==> src/rtl/arith_result_stage_pkg.sv <==
// rtl/arith_result_stage_pkg.sv - shared opcodes and FIFO entry layout for the arithmetic result stage
package arith_result_stage_pkg;

   localparam logic [1:0] OP_ADD = 2'd0;
   localparam logic [1:0] OP_SUB = 2'd1;
   localparam logic [1:0] OP_MUL = 2'd2;
   localparam logic [1:0] OP_DIV = 2'd3;

   localparam int ENTRY_W = 13;

   typedef struct packed {
      logic [7:0] result;
      logic [1:0] op;
      logic       carry;
      logic       zero;
      logic       dz;
   } entry_t;

endpackage

==> src/rtl/arith_sync_fifo.sv <==
// rtl/arith_sync_fifo.sv - synchronous-reset circular buffer with count/full/empty
// When empty, o_data holds the most recently popped entry rather than stale memory.
module arith_sync_fifo #(
   parameter int WIDTH = 13,
   parameter int DEPTH = 4
) (
   input  logic                   i_clk,
   input  logic                   i_rst,
   input  logic                   i_push,
   input  logic                   i_pop,
   input  logic [WIDTH-1:0]       i_data,
   output logic [WIDTH-1:0]       o_data,
   output logic                   o_full,
   output logic                   o_empty,
   output logic [$clog2(DEPTH):0] o_count
);

   localparam int AW = $clog2(DEPTH);

   logic [WIDTH-1:0] mem [DEPTH];
   logic [AW-1:0]    wr_ptr;
   logic [AW-1:0]    rd_ptr;
   logic [AW:0]      count;
   logic [WIDTH-1:0] last_pop;
   logic             push_en;
   logic             pop_en;

   assign o_full  = (count == (AW+1)'(DEPTH));
   assign o_empty = (count == '0);
   assign o_count = count;
   assign push_en = i_push && !o_full;
   assign pop_en  = i_pop && !o_empty;
   assign o_data  = o_empty ? last_pop : mem[rd_ptr];

   always_ff @(posedge i_clk) begin
      if (push_en) begin
         mem[wr_ptr] <= i_data;
      end
   end

   always_ff @(posedge i_clk) begin
      if (i_rst) begin
         wr_ptr   <= '0;
         rd_ptr   <= '0;
         count    <= '0;
         last_pop <= '0;
      end else begin
         if (push_en) begin
            wr_ptr <= wr_ptr + 1'b1;
         end
         if (pop_en) begin
            rd_ptr   <= rd_ptr + 1'b1;
            last_pop <= mem[rd_ptr];
         end
         case ({push_en, pop_en})
            2'b10:   count <= count + 1'b1;
            2'b01:   count <= count - 1'b1;
            default: count <= count;
         endcase
      end
   end

endmodule

==> src/rtl/arith_result_stage.sv <==
// rtl/arith_result_stage.sv - result select, flags, divide-by-zero sanitising and buffered handshake
module arith_result_stage
   import arith_result_stage_pkg::*;
#(
   parameter int         DEPTH    = 4,
   parameter int         CNT_W    = 8,
   parameter logic [7:0] DZ_VALUE = 8'hFF
) (
   input  logic             i_clk,
   input  logic             i_rst,
   input  logic             i_valid,
   output logic             o_ready,
   input  logic [1:0]       i_op,
   input  logic [7:0]       i_value_a,
   input  logic [7:0]       i_value_b,
   input  logic [7:0]       i_result_add,
   input  logic [7:0]       i_result_sub,
   input  logic [7:0]       i_result_mul,
   input  logic [7:0]       i_result_div,
   output logic             o_valid,
   input  logic             i_ready,
   output logic [7:0]       o_result,
   output logic [1:0]       o_op,
   output logic             o_flag_carry,
   output logic             o_flag_zero,
   output logic             o_flag_dz,
   output logic [CNT_W-1:0] o_cnt_txn,
   output logic [CNT_W-1:0] o_cnt_dz
);

   logic [8:0]          sum9;
   logic [15:0]         prod16;
   entry_t              new_entry;
   entry_t              head;
   logic                full;
   logic                empty;
   logic                accept;
   logic [$clog2(DEPTH):0] count_unused;

   assign sum9   = {1'b0, i_value_a} + {1'b0, i_value_b};
   assign prod16 = 16'(i_value_a) * 16'(i_value_b);

   // Flags come from the operands, not the unit's truncated results.
   always_comb begin
      new_entry        = '0;
      new_entry.op     = i_op;
      new_entry.result = i_result_add;
      case (i_op)
         OP_ADD: begin
            new_entry.result = i_result_add;
            new_entry.carry  = sum9[8];
         end
         OP_SUB: begin
            new_entry.result = i_result_sub;
            new_entry.carry  = (i_value_a < i_value_b);
         end
         OP_MUL: begin
            new_entry.result = i_result_mul;
            new_entry.carry  = |prod16[15:8];
         end
         default: begin
            new_entry.dz     = (i_value_b == 8'd0);
            new_entry.result = new_entry.dz ? DZ_VALUE : i_result_div;
         end
      endcase
      new_entry.zero = (new_entry.result == 8'd0);
   end

   arith_sync_fifo #(
      .WIDTH(ENTRY_W),
      .DEPTH(DEPTH)
   ) u_fifo (
      .i_clk  (i_clk),
      .i_rst  (i_rst),
      .i_push (i_valid),
      .i_pop  (i_ready),
      .i_data (new_entry),
      .o_data (head),
      .o_full (full),
      .o_empty(empty),
      .o_count(count_unused)
   );

   assign o_ready      = !full;
   assign o_valid      = !empty;
   assign accept       = i_valid && o_ready;
   assign o_result     = head.result;
   assign o_op         = head.op;
   assign o_flag_carry = head.carry;
   assign o_flag_zero  = head.zero;
   assign o_flag_dz    = head.dz;

   always_ff @(posedge i_clk) begin
      if (i_rst) begin
         o_cnt_txn <= '0;
         o_cnt_dz  <= '0;
      end else if (accept) begin
         if (o_cnt_txn != '1) begin
            o_cnt_txn <= o_cnt_txn + 1'b1;
         end
         if (new_entry.dz && (o_cnt_dz != '1)) begin
            o_cnt_dz <= o_cnt_dz + 1'b1;
         end
      end
   end

endmodule

==> config.mk <==
export PLATFORM = sky130hd
export DESIGN_NAME = arith_result_stage
export DESIGN_NICKNAME = d
export VERILOG_FILES = /design/src/rtl/arith_result_stage_pkg.sv /design/src/rtl/arith_sync_fifo.sv /design/src/rtl/arith_result_stage.sv
export SDC_FILE = /design/constraint.sdc
export NUM_CORES = 1
export LEC_CHECK = 0
export BUFFER_PORTS_ARGS = -buffer_cell sky130_fd_sc_hd__buf_4
export CORE_MARGIN = 4
export CORE_UTILIZATION = 53
export DETAILED_ROUTE_END_ITERATION = 10
export PLACE_DENSITY = 0.76
export SLEW_MARGIN = 10
export SYNTH_ARGS = -nofsm -noshare
export SYNTH_HDL_FRONTEND = slang
export SYNTH_HIERARCHICAL = 1
export SYNTH_SLANG_ARGS = --single-unit
==> constraint.sdc <==
create_clock -name i_clk -period 6.5 [get_ports i_clk]
set_input_delay 1.95 -clock i_clk [delete_from_list [all_inputs] [get_ports i_clk]]
set_output_delay 1.95 -clock i_clk [all_outputs]
set_load 0.01 [all_outputs]
==> results.txt, run 1 <==
Yosys warning count = 6
# IOs = 85
wire per inst = 16.25 um
gp weighted congestion = 0.9080
first drt pass iteration count = 4
CP Buf/Inv Count = 3
Yosys reg bits = 90
antenna-violating nets left = 0
Critical-path top delay cell = fa_1
fin crit period = 6.344 ns
Via density = 5.487
maxcap violations = 0
crit path max fanout = 4
setup violators final = 0
Post-Syn Nets = 724
Layout Utilization = 65.64%
# rows = 39
CTS root buffer = clkbuf_16
number of global-route vias before repair = 4872
Final Hold Viols = 0
largest net degree at the start of global routing = 38
Mapped Cells = 580
Initial Util = 54.10%
Routed WL = 13.71 mm
CTS sink cnt = 90
Core Footprint = 11370 um^2
Pwr Density = 300.5 nW/um^2
Startpoint Class = primary input
Area Overhead vs Synth = 21.34%
DP Wirelength = 10.56 mm
slowest stage delay, CP = 0.55 ns
critical path class = in2reg
First DRT Iteration DRCs = 284
EDFF count, synth = 52
die height = 115.7 um
clock buffer depth = 2
share of flip-flops with an asynchronous set or reset = 0%
worst relative slew slack = 31.03%
CP most frequent cell = fa_1
initial antenna violation count = 0
Leak Pwr = 3.293 nW
Achievable Freq = 0.1576 GHz
worst hold path class = reg2reg
CTS Buf Count = 9
Seq/Total Area, Yosys = 37.75%
diode count = 0
share of cells above drive strength 1 = 25.25%
CP top delay family = adder cells
Fill cells = 864
Most used DFF post-synth = edfxtp_1
port bufs = 84
worst-margin pin slew = 1.029 ns
via count = 4631
GRT overflow = 0
total track usage = 21.47%
# DRC = 0
clk_lat worst skew = 0.33 ns
setup bufs post-CTS = 0
Hold-fix buffers, CTS = 0
Final nets = 840
H-tree levels = 3
average cell area after synthesis = 10.60 um^2
CTS clk-pin slew, worst paths = 0.06 ns
total power = 2.243 mW
Required @ worst endpoint = 6.56 ns
global-route wire length before repair = 22.80 mm
Die W = 115.7 um
Netlist cell types = 52
post-CTS sizing = 0
Finished Cell Area = 7463 um^2
RSZ-0062 raised after global routing = no
status = completed
clock skew = 0.007156 ns
synthesized cell area = 6151 um^2
Tcrit/Tclk final = 97.60%
CTS tree = yes
Die Area = 13390 um^2
DP Area = 7174 um^2
worst vdd ir = 0.2802 mV
Final Max Tran Viols = 0
Worst EP arrival = 6.40 ns
cells along the critical path = buf_4 -> ha_1 -> fa_1 -> inv_1 -> fa_1 -> fa_1 -> fa_1 -> inv_1 -> ha_1 -> and3_2 -> a211o_1 -> and3_1 -> or4_1 -> o41a_1
CP Capture Type = flip-flop
[worst paths after layout]
path         slack [ns]          startpoint            endpoint  cells past startpoint
max                0.16        i_value_a[4]    u_fifo/mem[1][2]                     14
min                0.45  u_fifo/last_pop[9]  u_fifo/last_pop[9]                      2
max reg2reg        3.82   u_fifo/o_count[2]   u_fifo/o_count[2]                      8
min reg2reg        0.45  u_fifo/last_pop[9]  u_fifo/last_pop[9]                      2
[flip-flops by register name, indices dropped and copies added, names as in the netlist, named ones only]
name	cells
u_fifo/rd_ptr	2
u_fifo/last_pop	13
u_fifo/o_count	3
o_cnt_txn	8
u_fifo/wr_ptr	2
o_cnt_dz	8
u_fifo/mem	52
[cell usage in the layout, fill, tap and decap left out, types with 9 or more instances in the layout]
master,netlist,routed
nor2_1,46,46
clkbuf_16,0,9
nand4_1,9,9
ha_1,54,53
mux2_2,21,21
nand2_1,56,56
inv_1,69,69
fa_1,36,36
and2_1,29,29
o22ai_1,10,10
o21ai_0,9,9
dfxtp_1,38,38
a21oi_1,31,31
edfxtp_1,52,52
mux4_2,10,10
buf_4,1,121
nand3_1,12,12
xor2_1,10,10
[power by group]
part | total [mW] | switching [mW] | internal [mW]
Combinational | 1.00 | 0.495 | 0.506
Sequential | 0.743 | 0.0635 | 0.679
Clock | 0.499 | 0.193 | 0.307
[metal layers]
metal / global-route usage [%] / up-vias / part of all wire [%]
li1: - / 2222 / -
met1: 25.61 / 2276 / 40
met2: 38.97 / 110 / 54
met3: 3.551 / 23 / 4.0
met4: 8.043 / 0 / 2.1
met5: 0 / - / 0
[layout make-up]
type                       instances  area, um^2  share of cell area [%]
multi-input combinational        404        3502                   46.92
timing repair buffer             121       908.4                   12.17
tap                              143       178.9                   2.397
clock inverter                     3       38.79                  0.5197
clock buffer                      13       250.2                   3.353
sequential                        90        2322                   31.11
inverter                          70       262.8                   3.521
[Yosys cell counts, types with 10 or more instances]
| cell | n | share of area (%) |
|---|---|---|
| edfxtp_1 | 52 | 25 |
| a21oi_1 | 31 | 2.5 |
| inv_1 | 69 | 4.2 |
| mux4_2 | 10 | 3.7 |
| xor2_1 | 10 | 1.4 |
| nand3_1 | 12 | 0.98 |
| nand2_1 | 56 | 3.4 |
| nor2_1 | 46 | 2.8 |
| and2_1 | 29 | 2.9 |
| fa_1 | 36 | 12 |
| dfxtp_1 | 38 | 12 |
| o22ai_1 | 10 | 1.0 |
| ha_1 | 54 | 11 |
| mux2_2 | 21 | 3.8 |
[logic make-up after synthesis]
logic type,after synthesis,synth area share (%)
adders and majority gates,90,22.70
xor gates and xnor gates,17,2.421
AOI/OAI and AO/OA,66,6.530
and+or+nand+nor,193,15.64
DFF,90,37.75
buffers and inverters,86,5.513
muxes,38,9.439
[metrics by stage]
stage               setup TNS, ns  hold WS, ns  cells  setup WS, ns
floorplan                       0       0.4268    580      0.004526
finish                          0       0.4538    844        0.1557
global placement          -0.6420       0.4374    828       -0.1605
detailed placement         -1.064       0.4454    828       -0.2661
CTS                             0       0.4546    844       0.07661
global route                    0       0.4805    844       0.01210
[worst reg2reg max path, stage by stage, from the launching register on]
cell,delay [ns]
dfxtp_1,0.37
o31ai_4,0.64
inv_1,0.45
ha_1,0.35
inv_1,0.07
fa_1,0.17
xor2_1,0.07
or3_1,0.31
a21oi_1,0.17
Note: power is estimated with default switching activity, not from simulation.
==> run 2, diff against run 1 <==
--- a/config.mk
+++ b/config.mk
@@ -7,9 +7,10 @@
 export LEC_CHECK = 0
 export BUFFER_PORTS_ARGS = -buffer_cell sky130_fd_sc_hd__buf_4
 export CORE_MARGIN = 4
-export CORE_UTILIZATION = 53
+export CORE_UTILIZATION = 50
 export DETAILED_ROUTE_END_ITERATION = 10
-export PLACE_DENSITY = 0.76
+export PLACE_DENSITY = 0.73
+export REMOVE_ABC_BUFFERS = 1
 export SLEW_MARGIN = 10
 export SYNTH_ARGS = -nofsm -noshare
 export SYNTH_HDL_FRONTEND = slang
==> run 2 against run 1 <==
Worst setup slack improved by 0.073 ns. Design area fell by 0.13%. Via count fell by 1.6%. Critical endpoint is now u_fifo/mem[0][2]. Wire length fell by 2.6%. Count of clock-buffer cells in the layout fell by 4. Non-clock buffer count fell by 6. Global-route usage fell by 1.7 points. Combinational power fell by 4%. First-iteration DRC count fell by 32%.
==> results.txt, run 2 (synthesis gave the netlist of run 1 again) <==
total track usage = 19.73%
CTS tree = yes
# rows = 40
Final Hold Viols = 0
Area Overhead vs Synth = 21.18%
# IOs = 85
reg2reg setup slack = 3.94 ns
DP Wirelength = 10.18 mm
worst vdd ir = 0.1302 mV
most frequent cells in the layout = 114 x buf_4, 69 x inv_1, 56 x nand2_1, 54 x ha_1, 52 x edfxtp_1
clk_lat worst skew = 0.33 ns
crit path max fanout = 5
Pwr Density = 301.3 nW/um^2
register area = 2322 um^2
Core Footprint = 12010 um^2
Hold-fix buffers, CTS = 0
Final Max Tran Viols = 0
setup violators final = 0
clock buffer depth = 2
Layout Utilization = 62.05%
setup TNS = 0 ns
CP Capture Type = flip-flop
CTS clk-pin slew, worst paths = 0.06 ns
CTS sink cnt = 90
Startpoint Class = primary input
maxcap violations = 0
initial antenna violation count = 0
clock skew = 0.007621 ns
global-route wire length before repair = 22.78 mm
first drt pass iteration count = 4
fin crit period = 6.271 ns
wire per inst = 15.86 um
Achievable Freq = 0.1595 GHz
commonest non-fill, non-tap cell in the layout = buf_4
RSZ-0062 raised after global routing = no
First DRT Iteration DRCs = 193
max FFs per register = 52
post-CTS sizing = 0
Die Area = 14140 um^2
total power = 2.246 mW
Via density = 5.411
antenna-violating nets left = 0
Multi-input gate area = 3490 um^2
diode count = 0
Final nets = 834
GRT overflow = 0
Initial Util = 51.21%
die height = 118.9 um
Fill cells = 973
worst relative slew slack = 31.98%
H-tree levels = 3
port bufs = 84
via count = 4556
CTS Buf Count = 9
Largest regs = u_fifo/mem (52), u_fifo/last_pop (13)
number of global-route vias before repair = 4758
setup bufs post-CTS = 0
Required @ worst endpoint = 6.57 ns
Largest Register = u_fifo/mem
Finished Cell Area = 7453 um^2
worst-margin pin slew = 1.015 ns
CTS root buffer = clkbuf_16
critical path class = in2reg
gp weighted congestion = 0.8869
Tcrit/Tclk final = 96.48%
Worst EP arrival = 6.34 ns
worst hold path class = reg2reg
Die W = 118.9 um
Routed WL = 13.36 mm
status = completed
Leak Pwr = 3.279 nW
# DRC = 0
share of cells above drive strength 1 = 25.04%
DP Area = 7134 um^2
largest net degree at the start of global routing = 38
==> run 2: cell count changes in the layout (fill, tap and decap cells not counted), sizes merged <==
| cell | before | now |
|---|---|---|
| clkbuf | 13 | 9 |
| clkinvlp | 0 | 2 |
| clkinv | 2 | 3 |
| bufinv | 1 | 2 |
| buf | 121 | 115 |
==> run 2: layout make-up <==
cell class              count  area share, %
well taps                 147          2.468
multi-input cells         404          46.82
clock inverters             7          1.259
clock buffers               9          3.022
flip-flops and latches     90          31.16
inverters                  70          3.525
repair buffers            115          11.75
==> run 2: report_power, final <==
| part | internal, mW | switching [mW] | total (mW) |
|---|---|---|---|
| sequential | 0.679 | 0.0601 | 0.739 |
| clock | 0.336 | 0.207 | 0.543 |
| combinational | 0.486 | 0.478 | 0.964 |
| total | 1.50 | 0.746 | 2.25 |
==> run 2: metal layers <==
metal | GRT usage, % | part of all wire [%]
met1 | 24.01 | 41
met2 | 36.23 | 53
met3 | 2.422 | 4.0
met4 | 6.372 | 1.7
met5 | 0 | 0
==> run 2: critical path, cell delays in order <==
cell,delay [ns]
buf_4,0.12
ha_1,0.22
fa_1,0.53
inv_1,0.05
fa_1,0.46
fa_1,0.51
fa_1,0.55
inv_1,0.04
ha_1,0.31
and3_2,0.23
a211o_1,0.31
and3_1,0.18
or4_1,0.49
o41a_1,0.37
==> run 2: through the flow <==
step / setup WS [ns] / std cells / hold slack, ns
floorplan: 0.01410 / 564 / 0.4268
global placement: -0.1718 / 826 / 0.4377
detailed placement: -0.2271 / 826 / 0.4472
CTS: 0.1269 / 842 / 0.4548
global route: 0.04785 / 842 / 0.4758
finish: 0.2289 / 842 / 0.4519
==> run 2: worst paths after layout <==
path	startpoint	to	depth (start not counted)
setup reg to reg	u_fifo/o_count[2]	u_fifo/o_count[2]	8
hold reg to reg	u_fifo/last_pop[2]	u_fifo/last_pop[2]	2
hold / removal	u_fifo/last_pop[2]	u_fifo/last_pop[2]	2
setup / recovery	i_value_a[4]	u_fifo/mem[0][2]	14
